$ cat config.mk
export PLATFORM = sky130hd
export DESIGN_NAME = mem_arbiter_flat
export DESIGN_NICKNAME = d
export VERILOG_FILES = /design/src/rtl/mem_arb_pkg.sv /design/src/rtl/mem_arbiter_if.sv /design/src/rtl/mem_lsu_align.sv /design/src/rtl/mem_arbiter.sv /design/src/flat_wrapper.sv
export SDC_FILE = /design/constraint.sdc
export NUM_CORES = 1
export LEC_CHECK = 0
export BUFFER_PORTS_ARGS = -buffer_cell sky130_fd_sc_hd__buf_2
export CORE_AREA = 3 3 191 212
export CTS_BUF_LIST = sky130_fd_sc_hd__clkbuf_4 sky130_fd_sc_hd__clkbuf_8
export DETAILED_ROUTE_END_ITERATION = 7
export DIE_AREA = 0 0 194 215
export PLACE_DENSITY = 0.7
export SETUP_SLACK_MARGIN = 0.02
export SYNTH_ARGS = -nofsm -noshare
export SYNTH_HDL_FRONTEND = slang
export SYNTH_SLANG_ARGS = --single-unit
$ cat constraint.sdc
create_clock -name clk -period 2.3 [get_ports clk]
set_input_delay 0.23 -clock clk [delete_from_list [all_inputs] [get_ports clk]]
set_output_delay 0.23 -clock clk [all_outputs]
set_load 0.1 [all_outputs]
$ cat src/rtl/mem_arb_pkg.sv
// Shared encodings for the memory arbiter: MemOp codes, FSM states, owner ids.
// Latency: n/a (types and constants only).
// Backpressure: n/a.
package mem_arb_pkg;

    // MemOp: bits [1:0] give log2(access bytes), bit 2 selects zero-extension
    localparam logic [2:0] MEMOP_B  = 3'b000;
    localparam logic [2:0] MEMOP_H  = 3'b001;
    localparam logic [2:0] MEMOP_W  = 3'b010;
    localparam logic [2:0] MEMOP_D  = 3'b011;
    localparam logic [2:0] MEMOP_BU = 3'b100;
    localparam logic [2:0] MEMOP_HU = 3'b101;
    localparam logic [2:0] MEMOP_WU = 3'b110;

    typedef enum logic [1:0] {
        IDLE = 2'd0,
        REQ  = 2'd1,
        WAIT = 2'd2,
        RESP = 2'd3
    } state_e;

    typedef enum logic {
        OWN_IFU = 1'b0,
        OWN_LSU = 1'b1
    } owner_e;

endpackage

$ cat src/rtl/mem_arbiter_if.sv
// Bundle of the IFU, LSU and downstream memory handshakes around mem_arbiter.
// Latency: n/a (wires only).
// Backpressure: valid/ready on requests; responses are single-cycle pulses.
// Modports: slave = the arbiter's view (serves IFU/LSU, drives memory);
//           master = the environment's view (requesters plus memory model).
interface mem_arbiter_if #(
    parameter int XLEN  = 64,
    parameter int IFU_W = 32
);
    // instruction fetch
    logic                ifu_req_valid;
    logic                ifu_req_ready;
    logic [XLEN-1:0]     ifu_req_addr;
    logic                ifu_rsp_valid;
    logic [IFU_W-1:0]    ifu_rsp_data;
    // load/store
    logic                lsu_req_valid;
    logic                lsu_req_ready;
    logic [XLEN-1:0]     lsu_req_addr;
    logic                lsu_req_wen;
    logic [XLEN-1:0]     lsu_req_wdata;
    logic [2:0]          lsu_req_memop;
    logic                lsu_rsp_valid;
    logic [XLEN-1:0]     lsu_rsp_rdata;
    // downstream memory
    logic                mem_req_valid;
    logic                mem_req_ready;
    logic [XLEN-1:0]     mem_req_addr;
    logic                mem_req_wen;
    logic [XLEN-1:0]     mem_req_wdata;
    logic [XLEN/8-1:0]   mem_req_wmask;
    logic                mem_rsp_valid;
    logic [XLEN-1:0]     mem_rsp_rdata;

    modport slave (
        input  ifu_req_valid, ifu_req_addr,
        output ifu_req_ready, ifu_rsp_valid, ifu_rsp_data,
        input  lsu_req_valid, lsu_req_addr, lsu_req_wen, lsu_req_wdata, lsu_req_memop,
        output lsu_req_ready, lsu_rsp_valid, lsu_rsp_rdata,
        output mem_req_valid, mem_req_addr, mem_req_wen, mem_req_wdata, mem_req_wmask,
        input  mem_req_ready, mem_rsp_valid, mem_rsp_rdata
    );

    modport master (
        output ifu_req_valid, ifu_req_addr,
        input  ifu_req_ready, ifu_rsp_valid, ifu_rsp_data,
        output lsu_req_valid, lsu_req_addr, lsu_req_wen, lsu_req_wdata, lsu_req_memop,
        input  lsu_req_ready, lsu_rsp_valid, lsu_rsp_rdata,
        input  mem_req_valid, mem_req_addr, mem_req_wen, mem_req_wdata, mem_req_wmask,
        output mem_req_ready, mem_rsp_valid, mem_rsp_rdata
    );

endinterface

$ cat src/rtl/mem_lsu_align.sv
// Byte-lane alignment for LSU traffic: store mask/data shift, load shift/extend.
// Latency: purely combinational.
// Backpressure: none (no handshake).
// Ports: memop_i, off_i (addr[2:0]), wdata_i, rdata_i -> wmask_o, wdata_o, rdata_o.
module mem_lsu_align
    import mem_arb_pkg::*;
#(
    parameter int XLEN = 64
) (
    input  logic [2:0]        memop_i,
    input  logic [2:0]        off_i,
    input  logic [XLEN-1:0]   wdata_i,
    input  logic [XLEN-1:0]   rdata_i,
    output logic [XLEN/8-1:0] wmask_o,
    output logic [XLEN-1:0]   wdata_o,
    output logic [XLEN-1:0]   rdata_o
);

    logic [7:0]      base_mask;
    logic [15:0]     wide_mask;
    logic [XLEN-1:0] shifted;

    // Store side: lanes pushed past byte 7 by a misaligned access fall off.
    always_comb begin
        base_mask = 8'h01;
        case (memop_i[1:0])
            2'd0:    base_mask = 8'h01;
            2'd1:    base_mask = 8'h03;
            2'd2:    base_mask = 8'h0F;
            default: base_mask = 8'hFF;
        endcase
        wide_mask = {8'h00, base_mask} << off_i;
        wmask_o   = wide_mask[7:0];
        wdata_o   = wdata_i << {off_i, 3'b000};
    end

    // Load side: bring the addressed byte to lane 0, then extend by size.
    always_comb begin
        shifted = rdata_i >> {off_i, 3'b000};
        case (memop_i)
            MEMOP_B:  rdata_o = {{(XLEN-8){shifted[7]}},   shifted[7:0]};
            MEMOP_H:  rdata_o = {{(XLEN-16){shifted[15]}}, shifted[15:0]};
            MEMOP_W:  rdata_o = {{(XLEN-32){shifted[31]}}, shifted[31:0]};
            MEMOP_BU: rdata_o = {{(XLEN-8){1'b0}},         shifted[7:0]};
            MEMOP_HU: rdata_o = {{(XLEN-16){1'b0}},        shifted[15:0]};
            MEMOP_WU: rdata_o = {{(XLEN-32){1'b0}},        shifted[31:0]};
            default:  rdata_o = shifted;
        endcase
    end

endmodule

$ cat src/rtl/mem_arbiter.sv
// Shares one memory port between IFU fetch and LSU load/store, one access in flight.
// Latency: accept T, mem handshake T+1 (zero-wait), mem response T+2, rsp_valid T+3.
// Backpressure: req_ready only in IDLE; mem_req held stable until mem_req_ready.
// Ports: clk, rst_n (async active-low), bus (mem_arbiter_if.slave).
// Build option: define MEM_ARB_RR_EN for round-robin arbitration; default is fixed LSU priority.
module mem_arbiter
    import mem_arb_pkg::*;
#(
    parameter int XLEN  = 64,
    parameter int IFU_W = 32
) (
    input  logic              clk,
    input  logic              rst_n,
    mem_arbiter_if.slave      bus
);

    state_e              state_q, state_d;
    owner_e              owner_q, owner_d;
    logic [XLEN-1:0]     addr_q, addr_d;
    logic                wen_q, wen_d;
    logic [XLEN-1:0]     wdata_q, wdata_d;
    logic [2:0]          memop_q, memop_d;
    logic [IFU_W-1:0]    ifu_data_q, ifu_data_d;
    logic [XLEN-1:0]     lsu_data_q, lsu_data_d;

    logic                pick_lsu;
    logic                grant_ifu;
    logic                grant_lsu;

    logic [XLEN/8-1:0]   al_wmask;
    logic [XLEN-1:0]     al_wdata;
    logic [XLEN-1:0]     al_rdata;

    mem_lsu_align #(.XLEN(XLEN)) u_align (
        .memop_i (memop_q),
        .off_i   (addr_q[2:0]),
        .wdata_i (wdata_q),
        .rdata_i (bus.mem_rsp_rdata),
        .wmask_o (al_wmask),
        .wdata_o (al_wdata),
        .rdata_o (al_rdata)
    );

    // ---------------- arbitration ----------------
`ifdef MEM_ARB_RR_EN
    owner_e last_owner_q;

    // On contention, serve whoever did not get the previous grant.
    always_comb begin
        if (bus.lsu_req_valid && bus.ifu_req_valid) begin
            pick_lsu = (last_owner_q == OWN_IFU);
        end else begin
            pick_lsu = bus.lsu_req_valid;
        end
    end

    always_ff @(posedge clk or negedge rst_n) begin
        if (!rst_n) begin
            last_owner_q <= OWN_IFU;
        end else if (grant_lsu) begin
            last_owner_q <= OWN_LSU;
        end else if (grant_ifu) begin
            last_owner_q <= OWN_IFU;
        end
    end
`else
    // Fixed priority: the single-issue core stalls fetch behind LSU anyway.
    assign pick_lsu = bus.lsu_req_valid;
`endif

    // Readies are combinational; gating with rst_n keeps them low while reset
    // is held even though IDLE would otherwise accept a waiting request.
    assign grant_lsu = rst_n && (state_q == IDLE) && bus.lsu_req_valid && pick_lsu;
    assign grant_ifu = rst_n && (state_q == IDLE) && bus.ifu_req_valid && !pick_lsu;

    // ---------------- FSM ----------------
    always_ff @(posedge clk or negedge rst_n) begin
        if (!rst_n) begin
            state_q    <= IDLE;
            owner_q    <= OWN_IFU;
            addr_q     <= '0;
            wen_q      <= 1'b0;
            wdata_q    <= '0;
            memop_q    <= '0;
            ifu_data_q <= '0;
            lsu_data_q <= '0;
        end else begin
            state_q    <= state_d;
            owner_q    <= owner_d;
            addr_q     <= addr_d;
            wen_q      <= wen_d;
            wdata_q    <= wdata_d;
            memop_q    <= memop_d;
            ifu_data_q <= ifu_data_d;
            lsu_data_q <= lsu_data_d;
        end
    end

    always_comb begin
        state_d    = state_q;
        owner_d    = owner_q;
        addr_d     = addr_q;
        wen_d      = wen_q;
        wdata_d    = wdata_q;
        memop_d    = memop_q;
        ifu_data_d = ifu_data_q;
        lsu_data_d = lsu_data_q;

        case (state_q)
            IDLE: begin
                if (grant_lsu) begin
                    addr_d  = bus.lsu_req_addr;
                    wen_d   = bus.lsu_req_wen;
                    wdata_d = bus.lsu_req_wdata;
                    memop_d = bus.lsu_req_memop;
                    owner_d = OWN_LSU;
                    state_d = REQ;
                end else if (grant_ifu) begin
                    addr_d  = bus.ifu_req_addr;
                    wen_d   = 1'b0;
                    wdata_d = '0;
                    memop_d = MEMOP_WU;
                    owner_d = OWN_IFU;
                    state_d = REQ;
                end
            end
            REQ: begin
                if (bus.mem_req_ready) begin
                    state_d = WAIT;
                end
            end
            WAIT: begin
                if (bus.mem_rsp_valid) begin
                    if (owner_q == OWN_LSU) begin
                        // Writes also get a response; they return zero data.
                        lsu_data_d = wen_q ? '0 : al_rdata;
                    end else begin
                        ifu_data_d = addr_q[2] ? bus.mem_rsp_rdata[2*IFU_W-1:IFU_W]
                                               : bus.mem_rsp_rdata[IFU_W-1:0];
                    end
                    state_d = RESP;
                end
            end
            RESP: begin
                state_d = IDLE;
            end
            default: begin
                state_d = IDLE;
            end
        endcase
    end

    // ---------------- outputs ----------------
    assign bus.ifu_req_ready = grant_ifu;
    assign bus.lsu_req_ready = grant_lsu;

    assign bus.mem_req_valid = (state_q == REQ);
    assign bus.mem_req_addr  = {addr_q[XLEN-1:3], 3'b000};
    assign bus.mem_req_wen   = wen_q;
    assign bus.mem_req_wdata = wen_q ? al_wdata : '0;
    assign bus.mem_req_wmask = wen_q ? al_wmask : '0;

    assign bus.ifu_rsp_valid = (state_q == RESP) && (owner_q == OWN_IFU);
    assign bus.ifu_rsp_data  = ifu_data_q;
    assign bus.lsu_rsp_valid = (state_q == RESP) && (owner_q == OWN_LSU);
    assign bus.lsu_rsp_rdata = lsu_data_q;

endmodule

$ cat src/flat_wrapper.sv
// flat-port wrapper written by rule: the top's interface ports become plain ports
module mem_arbiter_flat import mem_arb_pkg::*;
#(
    parameter int XLEN  = 64,
    parameter int IFU_W = 32
)
  (clk, rst_n, bus_ifu_req_valid, bus_ifu_req_addr, bus_ifu_req_ready, bus_ifu_rsp_valid, bus_ifu_rsp_data, bus_lsu_req_valid, bus_lsu_req_addr, bus_lsu_req_wen, bus_lsu_req_wdata, bus_lsu_req_memop, bus_lsu_req_ready, bus_lsu_rsp_valid, bus_lsu_rsp_rdata, bus_mem_req_valid, bus_mem_req_addr, bus_mem_req_wen, bus_mem_req_wdata, bus_mem_req_wmask, bus_mem_req_ready, bus_mem_rsp_valid, bus_mem_rsp_rdata);
  mem_arbiter_if #(.XLEN(XLEN), .IFU_W(IFU_W)) bus_i ();
  input  logic clk;
  input  logic rst_n;
  input wire logic [$bits(bus_i.ifu_req_valid)-1:0] bus_ifu_req_valid;
  input wire logic [$bits(bus_i.ifu_req_addr)-1:0] bus_ifu_req_addr;
  output wire logic [$bits(bus_i.ifu_req_ready)-1:0] bus_ifu_req_ready;
  output wire logic [$bits(bus_i.ifu_rsp_valid)-1:0] bus_ifu_rsp_valid;
  output wire logic [$bits(bus_i.ifu_rsp_data)-1:0] bus_ifu_rsp_data;
  input wire logic [$bits(bus_i.lsu_req_valid)-1:0] bus_lsu_req_valid;
  input wire logic [$bits(bus_i.lsu_req_addr)-1:0] bus_lsu_req_addr;
  input wire logic [$bits(bus_i.lsu_req_wen)-1:0] bus_lsu_req_wen;
  input wire logic [$bits(bus_i.lsu_req_wdata)-1:0] bus_lsu_req_wdata;
  input wire logic [$bits(bus_i.lsu_req_memop)-1:0] bus_lsu_req_memop;
  output wire logic [$bits(bus_i.lsu_req_ready)-1:0] bus_lsu_req_ready;
  output wire logic [$bits(bus_i.lsu_rsp_valid)-1:0] bus_lsu_rsp_valid;
  output wire logic [$bits(bus_i.lsu_rsp_rdata)-1:0] bus_lsu_rsp_rdata;
  output wire logic [$bits(bus_i.mem_req_valid)-1:0] bus_mem_req_valid;
  output wire logic [$bits(bus_i.mem_req_addr)-1:0] bus_mem_req_addr;
  output wire logic [$bits(bus_i.mem_req_wen)-1:0] bus_mem_req_wen;
  output wire logic [$bits(bus_i.mem_req_wdata)-1:0] bus_mem_req_wdata;
  output wire logic [$bits(bus_i.mem_req_wmask)-1:0] bus_mem_req_wmask;
  input wire logic [$bits(bus_i.mem_req_ready)-1:0] bus_mem_req_ready;
  input wire logic [$bits(bus_i.mem_rsp_valid)-1:0] bus_mem_rsp_valid;
  input wire logic [$bits(bus_i.mem_rsp_rdata)-1:0] bus_mem_rsp_rdata;
  assign bus_i.ifu_req_valid = bus_ifu_req_valid;
  assign bus_i.ifu_req_addr = bus_ifu_req_addr;
  assign bus_ifu_req_ready = bus_i.ifu_req_ready;
  assign bus_ifu_rsp_valid = bus_i.ifu_rsp_valid;
  assign bus_ifu_rsp_data = bus_i.ifu_rsp_data;
  assign bus_i.lsu_req_valid = bus_lsu_req_valid;
  assign bus_i.lsu_req_addr = bus_lsu_req_addr;
  assign bus_i.lsu_req_wen = bus_lsu_req_wen;
  assign bus_i.lsu_req_wdata = bus_lsu_req_wdata;
  assign bus_i.lsu_req_memop = bus_lsu_req_memop;
  assign bus_lsu_req_ready = bus_i.lsu_req_ready;
  assign bus_lsu_rsp_valid = bus_i.lsu_rsp_valid;
  assign bus_lsu_rsp_rdata = bus_i.lsu_rsp_rdata;
  assign bus_mem_req_valid = bus_i.mem_req_valid;
  assign bus_mem_req_addr = bus_i.mem_req_addr;
  assign bus_mem_req_wen = bus_i.mem_req_wen;
  assign bus_mem_req_wdata = bus_i.mem_req_wdata;
  assign bus_mem_req_wmask = bus_i.mem_req_wmask;
  assign bus_i.mem_req_ready = bus_mem_req_ready;
  assign bus_i.mem_rsp_valid = bus_mem_rsp_valid;
  assign bus_i.mem_rsp_rdata = bus_mem_rsp_rdata;
  mem_arbiter #(.XLEN(XLEN), .IFU_W(IFU_W)) u_core (.clk(clk), .rst_n(rst_n), .bus(bus_i));
endmodule
[Word level (Yosys, flattened, before mapping)]
Index checks and enable logic that the tools add are counted.
Storage, ports and cells
  logic and storage cells: 61
  register bits after elaboration: 231
  input bits: 266
  output and inout port bits: 238
Cells by class
  shifts and indexed selects: 3
  reductions and logical operators: 16
  mux-type cells: 20
  equal/unequal tests: 13
  bitwise logic cells: 1
Operator list (count)
  two-way mux 64 bit: 6
  case mux 64 bit (6 select lines): 1
  left shift 64 x 6 -> 64 bit: 1
  >> shifter 64 x 6 -> 64 bit: 1
  two-way mux 32 bit: 1
  case mux 8 bit (3 select lines): 1
  equality test 3 bit, second input constant: 3
  AND reduction 3 bit: 3
  two-way mux 2 bit: 4
  two-way mux 8 bit: 1
  case mux 2 bit (4 select lines): 1
  left shift 8 x 3 -> 8 bit: 1
  logical AND 1 bit: 7
  equality test 2 bit, second input constant: 3
  two-way mux 3 bit: 2
  equality test 2 x 1 -> 1 bit, second input constant: 2
  zero test 2 bit: 2
  equality test 3 x 1 -> 1 bit, second input constant: 1
  equality test 3 x 2 -> 1 bit, second input constant: 1
  zero test 3 bit: 1
  two-way mux 1 bit: 3
  != test 3 bit, second input constant: 1
  != test 2 x 1 -> 1 bit, second input constant: 1
  != test 2 bit, second input constant: 1
  4 further kinds: 4

[Longest topological paths before layout]
  depth after elaboration: 7
  gate-level depth with buffers: 9
  gate-level depth less buffers: 7

[By module]
Synthesis repeated with hierarchy kept, for this count alone.
Second synthesis, totals
  cells, all modules: 1667
  area total of the unflattened synthesis: 14949.3 um^2
Modules (own cells, without submodules)
  mem_arbiter: seq. area each 5780.5 um^2, area an instance 10536.4 um^2, instances 1, cells each 1084
  mem_lsu_align: seq. area each 0.0 um^2, area an instance 4413.0 um^2, instances 1, cells each 583

[Worst setup path after synthesis]
No wires, ideal clock.
  path type: register to output
  start: reg u_core.addr_q[0]
  end: out bus_mem_req_wmask[7]
  path buffers: 5
  arrival time: 3863 ps
  path slack: -1793 ps
  data required time: 2070 ps
  stages on the path, launching flop included: 8
  cell sequence: dfrtp_1 > clkbuf_1 > buf_2 > buf_2 > buf_2 > buf_2 > o21ai_0 > a211oi_1
On the way
  longest elaborated chain between the ends: 2
RTL lines
  start: declaration: RTL line mem_arbiter.sv:19  | logic [XLEN-1:0] addr_q, addr_d;
  start signal: assignment: RTL line mem_arbiter.sv:90  | addr_q <= addr_d;
  left shift 8 x 3 -> 8 bit: RTL line mem_lsu_align.sv:32  | wide_mask = {8'h00, base_mask} << off_i;
  two-way mux 8 bit: RTL line mem_arbiter.sv:161  | assign bus.mem_req_wmask = wen_q ? al_wmask : '0;
  end: declaration: RTL line flat_wrapper.sv:28  | output wire logic [$bits(bus_i.mem_req_wmask)-1:0] bus_mem_req_wmask;
No other way between the ends.

[Worst setup path after layout]
  start: reg u_core.addr_q[1]
  end: out bus_mem_req_wdata[52]
On the way
  longest elaborated chain between the ends: 2
RTL lines
  left shift 64 x 6 -> 64 bit: RTL line mem_lsu_align.sv:34  | wdata_o = wdata_i << {off_i, 3'b000};
  two-way mux 64 bit: RTL line mem_arbiter.sv:160  | assign bus.mem_req_wdata = wen_q ? al_wdata : '0;
  end: declaration: RTL line flat_wrapper.sv:27  | output wire logic [$bits(bus_i.mem_req_wdata)-1:0] bus_mem_req_wdata;
No other way between the ends.

==> results.rst <==
.. list-table::
   :header-rows: 1

   * - Metric
     - Value
   * - Run status
     - complete, but fails checks
   * - Violated checks
     - negative setup slack
   * - Min-Delay Path Class
     - in2reg
   * - Num ports
     - 504
   * - Post-synthesis instance total
     - 1496
   * - First-pass iteration count of the detailed router
     - 6
   * - Commonest cells in the netlist
     - 295 x sky130_fd_sc_hd__nand2_1, 231 x sky130_fd_sc_hd__dfrtp_1, 132 x sky130_fd_sc_hd__nor2_1
   * - Data required, critical path
     - 2.07 ns
   * - Launch point of the worst hold path
     - bus_mem_rsp_rdata[29]
   * - Unrepaired setup endpoints after global routing
     - true
   * - Global-route wire length before repair
     - 96.1 mm
   * - Final period util
     - 117%
   * - Final-report setup violation count
     - 104
   * - Maximum clock frequency
     - 372 MHz
   * - Core area
     - 38300 sq um
   * - Number of filler cells placed in the layout
     - 2978
   * - Synthesis-stage register bit count
     - 231
   * - Sink of the worst hold path
     - u_core.bus.ifu_rsp_data[29]$_DFFE_PN0P_
   * - Yosys top cell area share
     - 43.2%
   * - WL per Instance
     - 24.8 um
   * - Number of buffers on the longest clock path
     - 3
   * - Slew @ Worst Pin
     - 0.931 ns
   * - Max Slew Vio Count
     - 0
   * - Clock tree from TritonCTS
     - done
   * - Hold violation count in the final report
     - 0
   * - Largest net degree at the start of global routing
     - 70
   * - Wire length on met3
     - 7.14 mm
   * - Final HPWL from detailed placement
     - 42.6 mm
   * - Overall die width
     - 194 um
   * - Worst reg2reg path endpoint
     - u_core.bus.lsu_rsp_rdata[43]$_DFFE_PN0P_
   * - Total wire length
     - 67.9 mm
   * - Instance count along the most critical hold path
     - 3
   * - H-tree lvl count
     - 2
   * - R2R Setup Slk
     - -0.07 ns
   * - Sort of element at the end of the critical path
     - primary output
   * - Post-route non-filler standard cell count
     - 2744
   * - Synthesis Warnings
     - 0
   * - Initial antenna violation count
     - 8
   * - Met1 routed wirelength after detailed routing
     - 23.6 mm
   * - Gpl congestion
     - 0.987
   * - Number of violations reported at the end of detailed-routing iteration 0
     - 1547
   * - Clock root buffer
     - sky130_fd_sc_hd__clkbuf_8
   * - Row Count
     - 75
   * - Full die area
     - 41700 sq um
   * - Dominant cell by count in the synthesized netlist
     - sky130_fd_sc_hd__nand2_1
   * - Post-layout min period
     - 2.69 ns
   * - Data arrival, critical path
     - 2.46 ns
   * - CP max FO
     - 6
   * - Depth of the worst register-to-register path
     - 9
   * - Top Layer Used
     - met5
   * - Max-Slew Margin vs Limit
     - 37.9%
   * - Drt drc
     - 0
   * - Chip height
     - 215 um
   * - Pre-CTS setup slack
     - -0.183 ns
   * - Clock-pin slew reported for the worst setup and hold paths after clock tree synthesis
     - 0.07 ns
   * - Reg2reg start
     - u_core.addr_q[1]$_DFFE_PN0P_
   * - Number of cells in the design after placement
     - 2381
   * - Number of global-route vias before repair
     - 15811
   * - Vias after detailed routing
     - 15850
   * - Library cell occupying the most area in the post-synthesis netlist
     - sky130_fd_sc_hd__dfrtp_1
   * - Clock Sink Count
     - 231
   * - Effective utilization at floorplan
     - 35.0%
   * - Clock latency at the later pin of the worst-skew pair
     - 0.60 ns
   * - Number of library cell types mapped by synthesis
     - 43
   * - Final layout net count
     - 2480
   * - Fraction of layout cells with a size suffix above 1
     - 43.1%
   * - Max-cap viol count
     - 0
   * - Global router's overall resource usage
     - 29.3%
   * - Area delta synth->final
     - 70.4%
   * - Post-route antenna net violation count
     - 0
   * - Number of port buffers
     - 500
   * - Clock buffers created by TritonCTS
     - 41
   * - Kind of start point of the critical path
     - register
   * - Post-synth ARST share
     - 100%
   * - Critical path start-end classification
     - reg2out
   * - Routed wl met2
     - 32.1 mm
   * - Synth area leaders
     - sky130_fd_sc_hd__dfrtp_1 43%, sky130_fd_sc_hd__mux2i_1 9.5%, sky130_fd_sc_hd__nand2_1 8.3%
   * - Most frequently used flop master after synthesis
     - sky130_fd_sc_hd__dfrtp_1
   * - Maximum clock skew at final layout
     - 0.0533 ns
   * - Mean instance size in the synthesized netlist
     - 8.95 sq um
   * - Overall overflow remaining after global route
     - 0
   * - Number of enable flip-flop cells after synthesis
     - 0
   * - Seq/Total Area, Yosys
     - 43.2%
   * - Syn Std Cell Area
     - 13400 sq um
   * - Post-route setup slack
     - -0.388 ns
   * - Via count normalized by instance count
     - 5.78
==> critical path, stage by stage (launching register included) <==
cell and delay (ns):
sky130_fd_sc_hd__dfrtp_4 0.50, sky130_fd_sc_hd__buf_12 0.16, sky130_fd_sc_hd__buf_6 0.15, sky130_fd_sc_hd__buf_16 0.15, sky130_fd_sc_hd__a211oi_2 0.39, sky130_fd_sc_hd__a211oi_4 0.07, sky130_fd_sc_hd__a21oi_4 0.18, sky130_fd_sc_hd__nor2_4 0.07
sky130_fd_sc_hd__buf_12 0.18
==> layout by cell type (no fill, tap or decap), types with 23 or more instances in the layout <==
| cell | instances |
|---|---|
| sky130_fd_sc_hd__o21ai_1 | 26 |
| sky130_fd_sc_hd__clkbuf_8 | 52 |
| sky130_fd_sc_hd__a21oi_2 | 23 |
| sky130_fd_sc_hd__o21ai_0 | 55 |
| sky130_fd_sc_hd__nand2_1 | 279 |
| sky130_fd_sc_hd__nor2_1 | 86 |
| sky130_fd_sc_hd__mux2_2 | 25 |
| sky130_fd_sc_hd__buf_2 | 425 |
| sky130_fd_sc_hd__mux2i_1 | 97 |
| sky130_fd_sc_hd__dfrtp_1 | 227 |
| sky130_fd_sc_hd__dlygate4sd3_1 | 222 |
| sky130_fd_sc_hd__buf_4 | 92 |
| sky130_fd_sc_hd__a22o_1 | 64 |
| sky130_fd_sc_hd__a31oi_1 | 85 |
| sky130_fd_sc_hd__a21oi_1 | 35 |
| sky130_fd_sc_hd__nor2_4 | 41 |
| sky130_fd_sc_hd__buf_12 | 93 |
==> flip-flops by register name, indices dropped and copies added, names as in the netlist <==
register / count
u_core.bus.lsu_rsp_rdata: 64
u_core.wdata_q: 64
u_core.state_q: 2
u_core.memop_q: 3
u_core.addr_q: 64
u_core.bus.mem_req_wen: 1
u_core.owner_q: 1
u_core.bus.ifu_rsp_data: 32
==> worst max path at each step <==
stage,startpoint,end,depth (start not counted)
4_1_cts,u_core.addr_q[1]$_DFFE_PN0P_,bus_mem_req_wdata[51],8
3_5_place_dp,u_core.addr_q[1]$_DFFE_PN0P_,u_core.bus.lsu_rsp_rdata[18]$_DFFE_PN0P_,5
3_3_place_gp,u_core.addr_q[1]$_DFFE_PN0P_,u_core.bus.lsu_rsp_rdata[15]$_DFFE_PN0P_,5
2_1_floorplan,u_core.addr_q[0]$_DFFE_PN0P_,bus_mem_req_wmask[7],7
5_1_grt,u_core.addr_q[1]$_DFFE_PN0P_,bus_mem_req_wdata[52],8
6_report,u_core.addr_q[1]$_DFFE_PN0P_,bus_mem_req_wdata[52],8
==> stage by stage <==
step	cell area [sq um]	hold WS, ns	TNS, ns	util (%)
2_1_floorplan	13900	-0.0656	-0.205	-
3_3_place_gp	17800	0.435	-0.594	46.5
3_5_place_dp	17800	0.454	-2.44	46.5
4_1_cts	21800	0.00112	-13.05	56.9
5_1_grt	22800	0.0256	-21.53	59.6
6_report	22800	0.00565	-17.06	59.6
==> cell families (layout without fill, tap and decap cells) <==
group / Yosys count / count (layout) / share of synthesized area, %
muxes: 172 / 172 / 14.6
DFF: 231 / 231 / 43.2
and+or+nand+nor: 496 / 496 / 15.3
AOI/OAI and AO/OA: 389 / 390 / 18.7
buffers and inverters: 202 / 941 / 7.70
other: 1 / 9 / 0.0280
adders and majority gates: 5 / 5 / 0.467
==> final cells by class <==
type | count | area, sq um | share of cell area (%)
sequential | 231 | 5800 | 25.4
tap | 500 | 626 | 2.74
clock buffer | 61 | 783 | 3.43
inverter | 9 | 43.8 | 0.192
clock inverter | 11 | 190 | 0.833
multi-input combinational | 1066 | 7900 | 34.6
antenna | 6 | 15.0 | 0.0658
timing repair buffer | 860 | 7470 | 32.7
==> per-layer routing <==
metal  GRT usage, %  vias to the layer above
met1           34.6                     7639
met2           49.1                     1208
met3           7.31                      326
met5              0                        -
li1               -                     6671
met4           16.1                        6
==> timing repair <==
action	CTS	global route
pin swaps	13	36
buffers inserted	19	31
setup endpoints to repair	92	122
hold endpoints to repair	385	0
resized for setup	123	131
hold buffers	222	0
gates cloned	5	9
Power is left out: the tool's default activity adds up to more than one toggle a clock period on the data nets, which glitch-free logic cannot reach.
